==> config.mk <==
export PLATFORM = sky130hd
export DESIGN_NAME = hazard_unit
export DESIGN_NICKNAME = d
export VERILOG_FILES = /design/src/rtl/mips_pkg.sv /design/src/rtl/sat_counter.sv /design/src/rtl/hazard_unit.sv
export SDC_FILE = /design/constraint.sdc
export NUM_CORES = 1
export LEC_CHECK = 0
export BUFFER_PORTS_ARGS = -buffer_cell sky130_fd_sc_hd__buf_2
export CORE_ASPECT_RATIO = 0.5
export CORE_MARGIN = 5
export CORE_UTILIZATION = 40
export CTS_BUF_LIST = sky130_fd_sc_hd__clkbuf_8
export CTS_CLUSTER_DIAMETER = 150
export CTS_CLUSTER_SIZE = 14
export DETAILED_ROUTE_END_ITERATION = 7
export PLACE_DENSITY = 0.64
export SKIP_CTS_REPAIR_TIMING = 1
export SYNTH_ARGS = -nofsm -noshare
export SYNTH_HDL_FRONTEND = slang
export SYNTH_HIERARCHICAL = 1
export SYNTH_SLANG_ARGS = --single-unit
==> constraint.sdc <==
create_clock -name clk_i -period 2.19 [get_ports clk_i]
set_clock_uncertainty 0.15 [all_clocks]
set_input_delay 0.5475 -clock clk_i [delete_from_list [all_inputs] [get_ports clk_i]]
set_output_delay 0.5475 -clock clk_i [all_outputs]
set_load 0.05 [all_outputs]
==> src/rtl/mips_pkg.sv <==
// Shared definitions for the MIPS pipeline control logic.
// Latency: n/a (types, constants and helpers only).
// Backpressure: n/a.
// Contents: register-zero constant, hazard FSM state encoding, pipeline field widths,
//           and a register-match helper used by the hazard detector.
package mips_pkg;

  localparam int REG_W = 5;
  localparam int WB_W  = 2;
  localparam int M_W   = 2;
  localparam int EX_W  = 4;

  localparam logic [REG_W-1:0] REG_ZERO = 5'd0;

  typedef enum logic [1:0] {
    ST_RUN   = 2'd0,
    ST_STALL = 2'd1,
    ST_FLUSH = 2'd2
  } hz_state_e;

  // True when a producer's destination feeds either ID operand. $zero is never a
  // real dependency because writes to it are discarded.
  function automatic logic reg_match(input logic [REG_W-1:0] dst,
                                     input logic [REG_W-1:0] rs,
                                     input logic [REG_W-1:0] rt);
    return (dst != REG_ZERO) && ((dst == rs) || (dst == rt));
  endfunction

endpackage

==> src/rtl/sat_counter.sv <==
// Saturating up-counter with increment enable and asynchronous clear.
// Latency: count updates on the clock edge that samples inc_i=1.
// Backpressure: none; holds at all-ones instead of wrapping.
// Ports: clk_i, rst_i (async active-high clear), inc_i (count enable), cnt_o (W-bit count).
module sat_counter #(
  parameter int W = 16
) (
  input  logic         clk_i,
  input  logic         rst_i,
  input  logic         inc_i,
  output logic [W-1:0] cnt_o
);

  logic [W-1:0] cnt_q;
  logic [W-1:0] cnt_d;

  always_comb begin
    cnt_d = cnt_q;
    if (inc_i && !(&cnt_q)) begin
      cnt_d = cnt_q + 1'b1;
    end
  end

  always_ff @(posedge clk_i or posedge rst_i) begin
    if (rst_i) begin
      cnt_q <= '0;
    end else begin
      cnt_q <= cnt_d;
    end
  end

  assign cnt_o = cnt_q;

endmodule

==> src/rtl/hazard_unit.sv <==
// Hazard/flush controller for a 5-stage MIPS pipeline with branches resolved in ID.
// Latency: control outputs are combinational in the same cycle; counters and err_o update on the edge.
// Backpressure: stall freezes PC and IF/ID and bubbles ID/EX; stall overrides any flush.
// Ports: IF/ID operand fields, ID branch/jump info, ID/EX and EX/MEM destination info in;
//        PC/IF-ID write enables, IF/ID flush, ID/EX bubble, perf counters, sticky err_o out.
module hazard_unit
  import mips_pkg::*;
#(
  parameter int CNT_W     = 16,
  parameter int MAX_STALL = 4
) (
  input  logic             clk_i,
  input  logic             rst_i,
  input  logic [4:0]       ifid_rs_i,
  input  logic [4:0]       ifid_rt_i,
  input  logic             id_branch_i,
  input  logic             branch_taken_i,
  input  logic             jump_i,
  input  logic             idex_regwrite_i,
  input  logic             idex_memread_i,
  input  logic [4:0]       idex_dst_i,
  input  logic             exmem_memread_i,
  input  logic [4:0]       exmem_rd_i,
  output logic             pc_write_o,
  output logic             ifid_write_o,
  output logic             ifid_flush_o,
  output logic             idex_bubble_o,
  output logic [CNT_W-1:0] stall_cnt_o,
  output logic [CNT_W-1:0] flush_cnt_o,
  output logic             err_o
);

  // Run counter is at least 3 bits and wide enough to hold MAX_STALL.
  localparam int RUN_W = ($clog2(MAX_STALL + 1) > 3) ? $clog2(MAX_STALL + 1) : 3;
  localparam logic [RUN_W-1:0] RUN_LIMIT = RUN_W'(MAX_STALL);

  logic m_ex;
  logic m_mem;
  logic stall;
  logic flush;

  hz_state_e        state_q, state_d;
  logic [RUN_W-1:0] run_q, run_d;
  logic             err_q, err_d;

  // Hazard detection and control outputs.
  always_comb begin
    m_ex  = reg_match(idex_dst_i, ifid_rs_i, ifid_rt_i);
    m_mem = reg_match(exmem_rd_i, ifid_rs_i, ifid_rt_i);

    // Load-use always stalls; a branch compares in ID so it also waits for an
    // ALU result still in EX and for a load result still in MEM.
    stall = (idex_memread_i & m_ex)
          | (id_branch_i & idex_regwrite_i & m_ex)
          | (id_branch_i & exmem_memread_i & m_mem);

    // A redirect is only acted on once its operands are available.
    flush = ~stall & (jump_i | (id_branch_i & branch_taken_i));

    if (rst_i) begin
      pc_write_o    = 1'b0;
      ifid_write_o  = 1'b0;
      ifid_flush_o  = 1'b0;
      idex_bubble_o = 1'b1;
    end else begin
      pc_write_o    = ~stall;
      ifid_write_o  = ~stall;
      ifid_flush_o  = flush;
      idex_bubble_o = stall;
    end
  end

  // Cycle classification and watchdog next-state.
  always_comb begin
    if (stall) begin
      state_d = ST_STALL;
    end else if (flush) begin
      state_d = ST_FLUSH;
    end else begin
      state_d = ST_RUN;
    end

    run_d = '0;
    if (state_d == ST_STALL) begin
      if (state_q != ST_STALL) begin
        run_d = {{(RUN_W-1){1'b0}}, 1'b1};
      end else if (&run_q) begin
        run_d = run_q;
      end else begin
        run_d = run_q + 1'b1;
      end
    end

    err_d = err_q | (run_d >= RUN_LIMIT);
  end

  always_ff @(posedge clk_i or posedge rst_i) begin
    if (rst_i) begin
      state_q <= ST_RUN;
      run_q   <= '0;
      err_q   <= 1'b0;
    end else begin
      state_q <= state_d;
      run_q   <= run_d;
      err_q   <= err_d;
    end
  end

  assign err_o = err_q;

  sat_counter #(.W(CNT_W)) u_stall_cnt (
    .clk_i (clk_i),
    .rst_i (rst_i),
    .inc_i (state_d == ST_STALL),
    .cnt_o (stall_cnt_o)
  );

  sat_counter #(.W(CNT_W)) u_flush_cnt (
    .clk_i (clk_i),
    .rst_i (rst_i),
    .inc_i (state_d == ST_FLUSH),
    .cnt_o (flush_cnt_o)
  );

endmodule

==> run_results.csv <==
group,metric,value,unit
layout,fillers,448,
layout,final_common_cell,"buf_2",
synthesis,synth_ff_type,"dfrtp_1",
timing,rsz0062_at_grt,"yes",
floorplan,die-area,7120,sq um
timing,slew_violations,0,
setup_path,criticalPathCategory,"in2out",
clock_tree,cts_tree,"yes",
outcome,status,"finished, violations left",
synthesis,yosys_warnings,6,
synthesis,syn_avg_cell_area,10.6,sq um
place,pre_cts_ws,-666,ps
setup_path,r2r_slack,-20,ps
power,clockPowerShare,0.200,
layout,area_delta_synth_final,57.1,%
place,hpwl,4110,um
timing,tns,-7330,ps
setup_path,worstPathRequired,1490,ps
clock_tree,cts_max_level,2,
synthesis,yosysSeqAreaShare,0.436,
power,p_seq_frac,0.392,
synthesis,mappedNetlistArea,2180,sq um
timing,fmax,0.373,GHz
clock_tree,cts_sinks,38,
synthesis,synth-edff-count,0,
synthesis,yosys_register_bits,38,
drt,vias_per_cell,5.19,
drt,dr.pass1.iters,4,
global_routing,grt_max_degree,17,
drt,wl_per_cell,15.0,um
drt,ant_nets,0,
drt,drc_errors,0,
drt,num_vias,2003,
global_routing,overflow,0,
place,port_buffers,64,
global_routing,grtUsageTotal,0.153,
global_routing,grt_pass1_vias,1996,
synthesis,synth_fp_nets,237,
timing,finalSetupViolations,35,
floorplan,io_pins,65,
clock_tree,clockBufferDepth,2,
timing,max_slew_margin,0.569,
layout,seq_area,965,sq um
floorplan,row_count,19,
synthesis,synthArstFlopShare,1.00,
timing,finalCritPeriodShare,1.23,
floorplan,die_width,114,um
setup_path,worstPathArrival,1990,ps
synthesis,synth.distinct_cells,36,
outcome,violations,"setup timing",
layout,antenna_cells,0,
power,combPwrFrac,0.408,
setup_path,startpoint_type,"input pin",
layout,multi_input_area,1510,sq um
global_routing,antenna_found_initial,0,
global_routing,grt_pass1_wl,9140,um
layout,drive_gt1_frac,0.581,
floorplan,die_h,62.2,um
floorplan,start_util,0.406,
clock_tree,clkTransAtPathRegs,80,ps
timing,hold_viol,0,
clock_tree,cts_made_buffers,5,
setup_path,end_kind,"primary output",
power,p_sw,1.09,mW
clock_tree,clockRootBuffer,"clkbuf_8",
place,routabilityCongestion,0.903,
clock_tree,clk-insertion-delay-late,290,ps
job,drv_cap,0,
setup_path,crit_fanout,5,
drt,drt_iter0_markers,82,
timing,period_needed,2680,ps
drt,wl,5780,um
power,switching_share,0.426,
timing,worst_slew_pin_slew,646,ps
power,intPower,1.47,mW
min_path,hold_class,"in2async",
power,power_density,749,nW/um^2
power,peakVddDrop,0.596,mV
power,p_leak,1.58,nW
synthesis,syn_inst,206,
timing,timing.final.ws_setup,-494,ps
layout,fin_nets,343,
layout,mostFrequentLayoutCells,"buf_2, dfrtp_1, buf_6, xor2_1, buf_4",
floorplan,core,5370,sq um
## logic make-up after synthesis
family / share of synthesized area
adders and majority gates: 0.0172
AOI/OAI and AO/OA: 0.0602
xor gates and xnor gates: 0.197
and+or+nand+nor: 0.237
buffers and inverters: 0.0241
DFF: 0.436
muxes: 0.0292
## metrics by stage
stage	util	total power, mW	hold slack [ps]	cell area [sq um]	std cells
2_1_floorplan	-	1.67	205	2310	206
3_3_place_gp	0.538	1.92	289	2890	367
3_5_place_dp	0.538	1.95	328	2890	367
4_1_cts	0.556	2.47	158	2990	375
5_1_grt	0.638	2.70	182	3430	386
6_report	0.638	2.57	162	3430	386
## power by group through the flow
stage          combinational [mW]  clock (mW)  sequential, mW
2_1_floorplan               0.348           0            1.32
3_3_place_gp                0.926           0           0.998
6_report                     1.05       0.513            1.01
3_5_place_dp                0.944           0            1.01
5_1_grt                      1.10       0.565            1.03
4_1_cts                     0.949       0.525           0.995
## registers in the layout, indices dropped and copies added (netlist names)
| signal | flops |
|---|---|
| u_flush_cnt/cnt_o | 16 |
| u_stall_cnt/cnt_o | 16 |
| run_q | 3 |
| state_q | 2 |
| err_o | 1 |
## area by class of cell
| class | instances | share of cell area |
|---|---|---|
| tap | 73 | 0.0267 |
| clock buffer | 6 | 0.0241 |
| sequential | 38 | 0.281 |
| timing repair buffer | 102 | 0.218 |
| multi-input combinational | 159 | 0.440 |
| inverter | 6 | 0.00657 |
| clock inverter | 2 | 0.00365 |
## cell usage after synthesis (3+ instances only)
master,instances,area share
nor4_1,6,0.017
nand4_1,10,0.029
and3_1,3,0.0086
nand2_1,9,0.015
inv_1,6,0.010
nor2_1,15,0.026
ha_1,3,0.017
xor2_1,28,0.11
or4_1,5,0.017
and2_1,3,0.0086
dfrtp_1,38,0.44
o21ai_0,3,0.0069
nand3_1,18,0.041
nor3_1,5,0.011
mux2_2,3,0.015
xnor2_1,21,0.084
## per-layer routing
layer	GRT usage	wire length [um]	share of wire	vias up
met3	0.0330	275	0.048	10
met1	0.199	2490	0.43	993
met5	0	0	0	-
met2	0.259	2940	0.51	48
li1	-	-	-	952
met4	0.0430	75	0.013	0
## worst paths after layout
kind | end | cells after the start | from
max | ifid_flush_o | 7 | exmem_rd_i[3]
min | run_q[2]$_DFF_PP0_ | 3 | rst_i
max reg2reg | u_stall_cnt/cnt_o[9]$_DFFE_PP0P_ | 6 | u_stall_cnt/cnt_o[0]$_DFFE_PP0P_
min reg2reg | err_o$_DFF_PP0_ | 1 | err_o$_DFF_PP0_
max in group asynchronous | u_stall_cnt/cnt_o[6]$_DFFE_PP0P_ | 2 | rst_i
min in group clk_i | err_o$_DFF_PP0_ | 1 | err_o$_DFF_PP0_
## worst max-delay path: stages
cell and delay (ps):
buf_6 90, or4_4 530, o211ai_2 220, o32ai_4 150, buf_6 150, nor3_4 110
buf_6 180
(Power assumes the default switching activity.)
